$ cat config.mk
export PLATFORM = sky130hd
export DESIGN_NAME = wb_arbiter
export DESIGN_NICKNAME = d
export VERILOG_FILES = /design/src/rtl/wb_arbiter_pkg.sv /design/src/rtl/wb_fifo.sv /design/src/rtl/wb_arbiter.sv
export SDC_FILE = /design/constraint.sdc
export NUM_CORES = 1
export LEC_CHECK = 0
export BUFFER_PORTS_ARGS = -buffer_cell sky130_fd_sc_hd__buf_2
export CAP_MARGIN = 20
export CORE_ASPECT_RATIO = 0.8
export CORE_MARGIN = 2
export CORE_UTILIZATION = 54
export DETAILED_ROUTE_END_ITERATION = 16
export GPL_TIMING_DRIVEN = 0
export PLACE_DENSITY = 0.89
export SETUP_SLACK_MARGIN = 0.05
export SKIP_CTS_REPAIR_TIMING = 1
export SYNTH_ARGS = -nofsm -noshare
export SYNTH_HDL_FRONTEND = slang
export SYNTH_SLANG_ARGS = --single-unit
export TNS_END_PERCENT = 10
$ cat constraint.sdc
create_clock -name clk -period 6.05 [get_ports clk]
set_clock_uncertainty 0.15 [all_clocks]
set_input_delay 1.5125 -clock clk [delete_from_list [all_inputs] [get_ports clk]]
set_output_delay 1.5125 -clock clk [all_outputs]
set_load 0.005 [all_outputs]
$ cat src/rtl/wb_arbiter_pkg.sv
// Shared CPU write-back types: the register-file write record and the hard-wired zero register.
package wb_arbiter_pkg;

  localparam logic [4:0] REG_ZERO = 5'd0;

  typedef struct packed {
    logic [4:0]  addr;
    logic [31:0] data;
    logic [31:0] pc;
  } wb_req_t;

endpackage

$ cat src/rtl/wb_fifo.sv
// In-order queue of pending MDU write-backs with per-entry address match and kill.
module wb_fifo
  import wb_arbiter_pkg::*;
#(
  parameter int  DEPTH = 2,
  parameter int  NCMP  = 3,
  localparam int PW    = $clog2(DEPTH),
  localparam int CW    = PW + 1
) (
  input  logic             clk,
  input  logic             reset,
  input  logic             push,
  input  wb_req_t          push_req,
  input  logic             pop,
  output wb_req_t          head,
  output logic             head_live,
  output logic [CW-1:0]    count,
  input  logic [4:0]       cmp_addr [NCMP],
  output logic [DEPTH-1:0] hit [NCMP],
  input  logic [DEPTH-1:0] kill
);

  wb_req_t          mem [DEPTH];
  logic [DEPTH-1:0] valid_reg, valid_next;
  logic [DEPTH-1:0] killed_reg, killed_next;
  logic [PW-1:0]    wr_ptr_reg, rd_ptr_reg;
  logic [CW-1:0]    count_reg;

  // A push re-arms its slot, so a kill aimed at the same slot in the same cycle is overridden.
  always_comb begin
    valid_next  = valid_reg;
    killed_next = killed_reg | kill;
    if (pop) begin
      valid_next[rd_ptr_reg]  = 1'b0;
      killed_next[rd_ptr_reg] = 1'b0;
    end
    if (push) begin
      valid_next[wr_ptr_reg]  = 1'b1;
      killed_next[wr_ptr_reg] = 1'b0;
    end
  end

  always_ff @(posedge clk or negedge reset) begin
    if (!reset) begin
      valid_reg  <= '0;
      killed_reg <= '0;
      wr_ptr_reg <= '0;
      rd_ptr_reg <= '0;
      count_reg  <= '0;
    end else begin
      valid_reg  <= valid_next;
      killed_reg <= killed_next;
      if (push) wr_ptr_reg <= wr_ptr_reg + PW'(1);
      if (pop)  rd_ptr_reg <= rd_ptr_reg + PW'(1);
      count_reg  <= count_reg + CW'(push) - CW'(pop);
    end
  end

  always_ff @(posedge clk) begin
    if (push) mem[wr_ptr_reg] <= push_req;
  end

  assign head      = mem[rd_ptr_reg];
  assign head_live = valid_reg[rd_ptr_reg] & ~killed_reg[rd_ptr_reg];
  assign count     = count_reg;

  generate
    for (genvar gi = 0; gi < NCMP; gi++) begin : g_cmp
      for (genvar gj = 0; gj < DEPTH; gj++) begin : g_ent
        assign hit[gi][gj] = valid_reg[gj] & ~killed_reg[gj] & (mem[gj].addr == cmp_addr[gi]);
      end
    end
  endgenerate

endmodule

$ cat src/rtl/wb_arbiter.sv
// Single register-file write port shared by the W-stage pipe (priority) and a queued MDU result stream.
module wb_arbiter
  import wb_arbiter_pkg::*;
#(
  parameter int QDEPTH     = 2,
  parameter int STARVE_LIM = 3
) (
  input  logic        clk,
  input  logic        reset,
  input  logic        pipe_wen,
  input  logic [4:0]  pipe_addr,
  input  logic [31:0] pipe_data,
  input  logic [31:0] pipe_pc,
  input  logic        mdu_valid,
  input  logic [4:0]  mdu_addr,
  input  logic [31:0] mdu_data,
  input  logic [31:0] mdu_pc,
  output logic        mdu_ready,
  input  logic [4:0]  rd_addr1,
  input  logic [4:0]  rd_addr2,
  output logic        pend1,
  output logic        pend2,
  output logic        hold_pipe,
  output logic        grf_wen,
  output logic [4:0]  grf_addr,
  output logic [31:0] grf_data,
  output logic [31:0] grf_pc
);

  localparam int CW = $clog2(QDEPTH) + 1;
  localparam int SW = $clog2(STARVE_LIM + 1);

  logic [CW-1:0]     count;
  wb_req_t           head, pipe_req, mdu_req;
  wb_req_t           grf_req_reg, grf_req_next;
  logic              grf_wen_reg, grf_wen_next;
  logic              head_live, transfer, push, pop, q_busy, waiting;
  logic [4:0]        cmp_addr [3];
  logic [QDEPTH-1:0] hit [3];
  logic [QDEPTH-1:0] kill;
  logic [SW-1:0]     starve_reg, starve_next;

  assign pipe_req  = '{addr: pipe_addr, data: pipe_data, pc: pipe_pc};
  assign mdu_req   = '{addr: mdu_addr, data: mdu_data, pc: mdu_pc};
  assign q_busy    = (count != '0);
  assign mdu_ready = (count < CW'(QDEPTH));
  assign transfer  = mdu_valid & mdu_ready;
  assign pop       = ~pipe_wen & q_busy;
  // Zero-address results complete the handshake but never take a slot.
  assign push      = transfer & (mdu_addr != REG_ZERO) & (pipe_wen | q_busy);

  assign cmp_addr[0] = rd_addr1;
  assign cmp_addr[1] = rd_addr2;
  assign cmp_addr[2] = pipe_addr;
  // The pipe write is younger than anything queued, so older results to its register must die.
  assign kill  = (pipe_wen && pipe_addr != REG_ZERO) ? hit[2] : '0;
  assign pend1 = (rd_addr1 != REG_ZERO) & (|hit[0]);
  assign pend2 = (rd_addr2 != REG_ZERO) & (|hit[1]);

  wb_fifo #(.DEPTH(QDEPTH), .NCMP(3)) u_fifo (
    .clk       (clk),
    .reset     (reset),
    .push      (push),
    .push_req  (mdu_req),
    .pop       (pop),
    .head      (head),
    .head_live (head_live),
    .count     (count),
    .cmp_addr  (cmp_addr),
    .hit       (hit),
    .kill      (kill)
  );

  always_comb begin
    grf_req_next = grf_req_reg;
    grf_wen_next = 1'b0;
    if (pipe_wen) begin
      grf_req_next = pipe_req;
      grf_wen_next = (pipe_addr != REG_ZERO);
    end else if (q_busy) begin
      grf_req_next = head;
      grf_wen_next = head_live;
    end else if (transfer) begin
      grf_req_next = mdu_req;
      grf_wen_next = (mdu_addr != REG_ZERO);
    end
  end

  // An entry pushed this cycle is already being blocked by the pipe write, so it counts as waiting.
  assign waiting = q_busy | push;

  always_comb begin
    starve_next = starve_reg;
    if (pop || !waiting)
      starve_next = '0;
    else if (pipe_wen && starve_reg != SW'(STARVE_LIM))
      starve_next = starve_reg + SW'(1);
  end

  always_ff @(posedge clk or negedge reset) begin
    if (!reset) begin
      grf_req_reg <= '0;
      grf_wen_reg <= 1'b0;
      starve_reg  <= '0;
    end else begin
      grf_req_reg <= grf_req_next;
      grf_wen_reg <= grf_wen_next;
      starve_reg  <= starve_next;
    end
  end

  assign hold_pipe = (starve_reg == SW'(STARVE_LIM));
  assign grf_wen   = grf_wen_reg;
  assign grf_addr  = grf_req_reg.addr;
  assign grf_data  = grf_req_reg.data;
  assign grf_pc    = grf_req_reg.pc;

endmodule

==> summary.md <==
| Metric | Value |
|---|---|
| Outcome | `finished clean` |
| Die area | `19500 sq um` |
| Clk network pwr share | `24.6%` |
| Min-delay src | `grf_data[27]$_DFFE_PN0P_` |
| Mean area per synthesized cell | `12.4 sq um` |
| Top_reg_cell synth | `edfxtp_1` |
| Cells after Synth | `797` |
| YS warnings | `0` |
| # rows | `44` |
| Boundary pin count | `226` |
| Max FO, Critical Path | `3` |
| Sw frac | `34.6%` |
| Initial Util | `54.9%` |
| # port buffers | `224` |
| Crit path kind | `in -> out` |
| Final setup violation count | `0` |
| Syn-to-layout area delta | `22.7%` |
| Reg2reg start | `u_fifo.count[1]$_DFF_PN0_` |
| Max Slew Vio Count | `0` |
| Overflow after GRT | `0` |
| Syn_nets | `952` |
| Final wirelength | `28500 um` |
| H-tree levels | `1` |
| Clk sink count | `218` |
| Post-synthesis register bit count | `218` |
| Core Box Area | `18100 sq um` |
| Worst hold slack | `0.343 ns` |
| Critical Path AT | `2.70 ns` |
| Total Nets Final | `1206` |
| Layout cell share with drive strength beyond 1 | `28.9%` |
| Final Hold Fails | `0` |
| Vias | `8104` |
| HP Class | `reg -> reg` |
| Synthesized area | `9910 sq um` |
| Initial detailed-routing violation count | `785` |
| Number of remaining DRC errors | `0` |
| F_max | `229 MHz` |
| Yosys top cell area share | `a little over two fifths` |
| RSZ-0062 raised after global routing | `no` |
| Clock root cell | `clkbuf_16` |
| Clock buffer depth | `3` |
| Fillers | `1320` |
| Sequential Power Share | `roughly two fifths` |
| Synth area leaders | `edfxtp_1, dfrtp_1, a221oi_1` |
| CP Launch Type | `input port` |
| Total CTS buffers | `23` |
| Die Y-Extent | `125 um` |
| Int Power | `~3.5 mW` |
| Synth cell count leaders | `nor2_1, edfxtp_1, dfrtp_1, nand2b_1` |
| Final Non-Filler Cells | `1299` |
| P_leak | `4.75 nW` |
| Sw power | `1.86 mW` |
| Vias in the first global route | `8219` |
| Max-slew headroom | `a little under two fifths` |
| Placer congestion estimate | `0.875` |
| Top reg by flops | `u_fifo.mem` |
| Clock transition at the registers of the reported paths | `0.06 ns` |
| Max_cap viols | `0` |
| Skew-Pair Late Insertion Delay | `0.50 ns` |
| Antenna violations before repair | `3` |
| Tcrit/Tclk final | `72.2%` |
| R2R Path End | `u_fifo.mem[1][5]$_DFFE_PP_` |
| Post-DRT Antenna Nets | `0` |
| R2R Setup Slk | `3.36 ns` |
| Ys async rst share | `36.7%` |
| DP Wirelength | `19500 um` |
| Routed vias/inst | `between 6 and 7` |
| Reg2Reg Depth | `5` |
| Die X | `155 um` |
| Post-layout min period | `4.37 ns` |
| Hold Path Depth | `2` |
| Comb power frac | `34.5%` |
| Largest register FFs | `between 100 and 150` |
| CP required | `4.39 ns` |
| Initial DRT Pass Iterations | `5` |
| CTS tree | `yes` |
| Power density over the cells | `442 nW/um^2` |
| Crit end category | `primary output` |
| Unique masters post-synth | `37` |
| GRT Util Overall | `29.3%` |
| EDFF count, synth | `138` |
| Largest net degree at the start of global routing | `51` |
| WL per Instance | `approximately 22 um` |
| DP Cell Count | `1256` |
| Slew @ Worst Pin | `0.932 ns` |
| Yosys top cell by area | `edfxtp_1` |
| Post-synthesis sequential area ratio | `62.0%` |
| WHS Endpoint | `grf_data[27]$_DFFE_PN0P_` |
| First-pass GRT wire length | `44700 um` |
| Most frequent cell after synthesis | `nor2_1` |
| Max IR drop VDD | `0.252 mV` |
==> kinds of logic after synthesis <==
logic type | share of synthesized area, %
mux | 0.202
compound gates | 12.3
fa+ha+maj | 0.379
buf+inv | 4.17
flops | 62.0
simple gates | 18.0
xor+xnor | 2.92
==> final cells by class <==
class / instances / area [sq um] / share of cell area, %
multi-input combinational: 498 / 3360 / 27.7
tap: 230 / 288 / 2.37
timing repair buffer: 229 / 1240 / 10.2
antenna: 2 / 5.00 / 0.0412
clock inverter: 7 / 42.5 / 0.350
inverter: 10 / 37.5 / 0.309
clock buffer: 34 / 657 / 5.40
buffer: 71 / 375 / 3.09
sequential: 218 / 6150 / 50.6
==> critical path, stage by stage <==
cell     delay [ns]
buf_2          0.13
xor2_1         0.14
a221o_1        0.26
or4_1          0.41
a21oi_1        0.13
buf_2          0.12
==> worst max-delay path by stage <==
stage / startpoint / endpoint / slack, ns / depth (start not counted)
floorplan: pipe_wen / u_fifo.mem[0][0]$_DFFE_PP_ / 0.45 / 4
global placement: mdu_valid / u_fifo.mem[1][7]$_DFFE_PP_ / -1.54 / 4
detailed placement: rd_addr2[1] / pend2 / 1.69 / 6
CTS: rd_addr2[1] / pend2 / 1.68 / 6
global route: rd_addr2[2] / pend2 / 1.65 / 6
finish: rd_addr2[1] / pend2 / 1.68 / 6
==> metrics by stage <==
stage	worst slack [ns]	util (%)	setup TNS, ns	power (mW)	area [sq um]
after floorplan	0.449	-	0	3.31	9910
after global placement	-1.54	62.7	-196.42	3.94	11300
after detailed placement	1.69	63.4	0	4.05	11400
after CTS	1.68	67.3	0	5.37	12100
after global routing	1.65	67.3	0	5.65	12200
final	1.68	67.3	0	5.37	12200
==> layer usage <==
| layer | track usage (%) | vias up | wire (um) |
|---|---|---|---|
| met5 | 0 | - | 7 |
| met4 | 10.4 | 2 | 971 |
| met2 | 46.1 | 489 | 13300 |
| li1 | - | 3542 | - |
| met3 | 5.96 | 80 | 2720 |
| met1 | 40.8 | 3991 | 11500 |
==> layout by cell type, fill, tap and decap left out, types with 7 or more instances in the layout <==
cell       Yosys  routed
buf_2         21     244
nor2_1       146     144
edfxtp_1     138     138
dfrtp_1       80      80
nand2b_1      71      71
a211oi_1      69      69
a221oi_1      69      69
nor4b_1       62      62
clkbuf_1      31      38
xor2_1        25      25
clkbuf_16      0      23
inv_1         10      10
buf_6          9       9
xnor2_1        8       8
nor4b_2        7       7
==> power groups by stage <==
stage | Clock (mW) | Sequential, mW | Combinational, mW
2_1_floorplan | 0 | 2.23 | 1.08
3_3_place_gp | 0 | 2.23 | 1.71
3_5_place_dp | 0 | 2.22 | 1.83
4_1_cts | 1.33 | 2.19 | 1.85
5_1_grt | 1.40 | 2.23 | 2.02
6_report | 1.32 | 2.20 | 1.85
(Power assumes the default switching activity.)
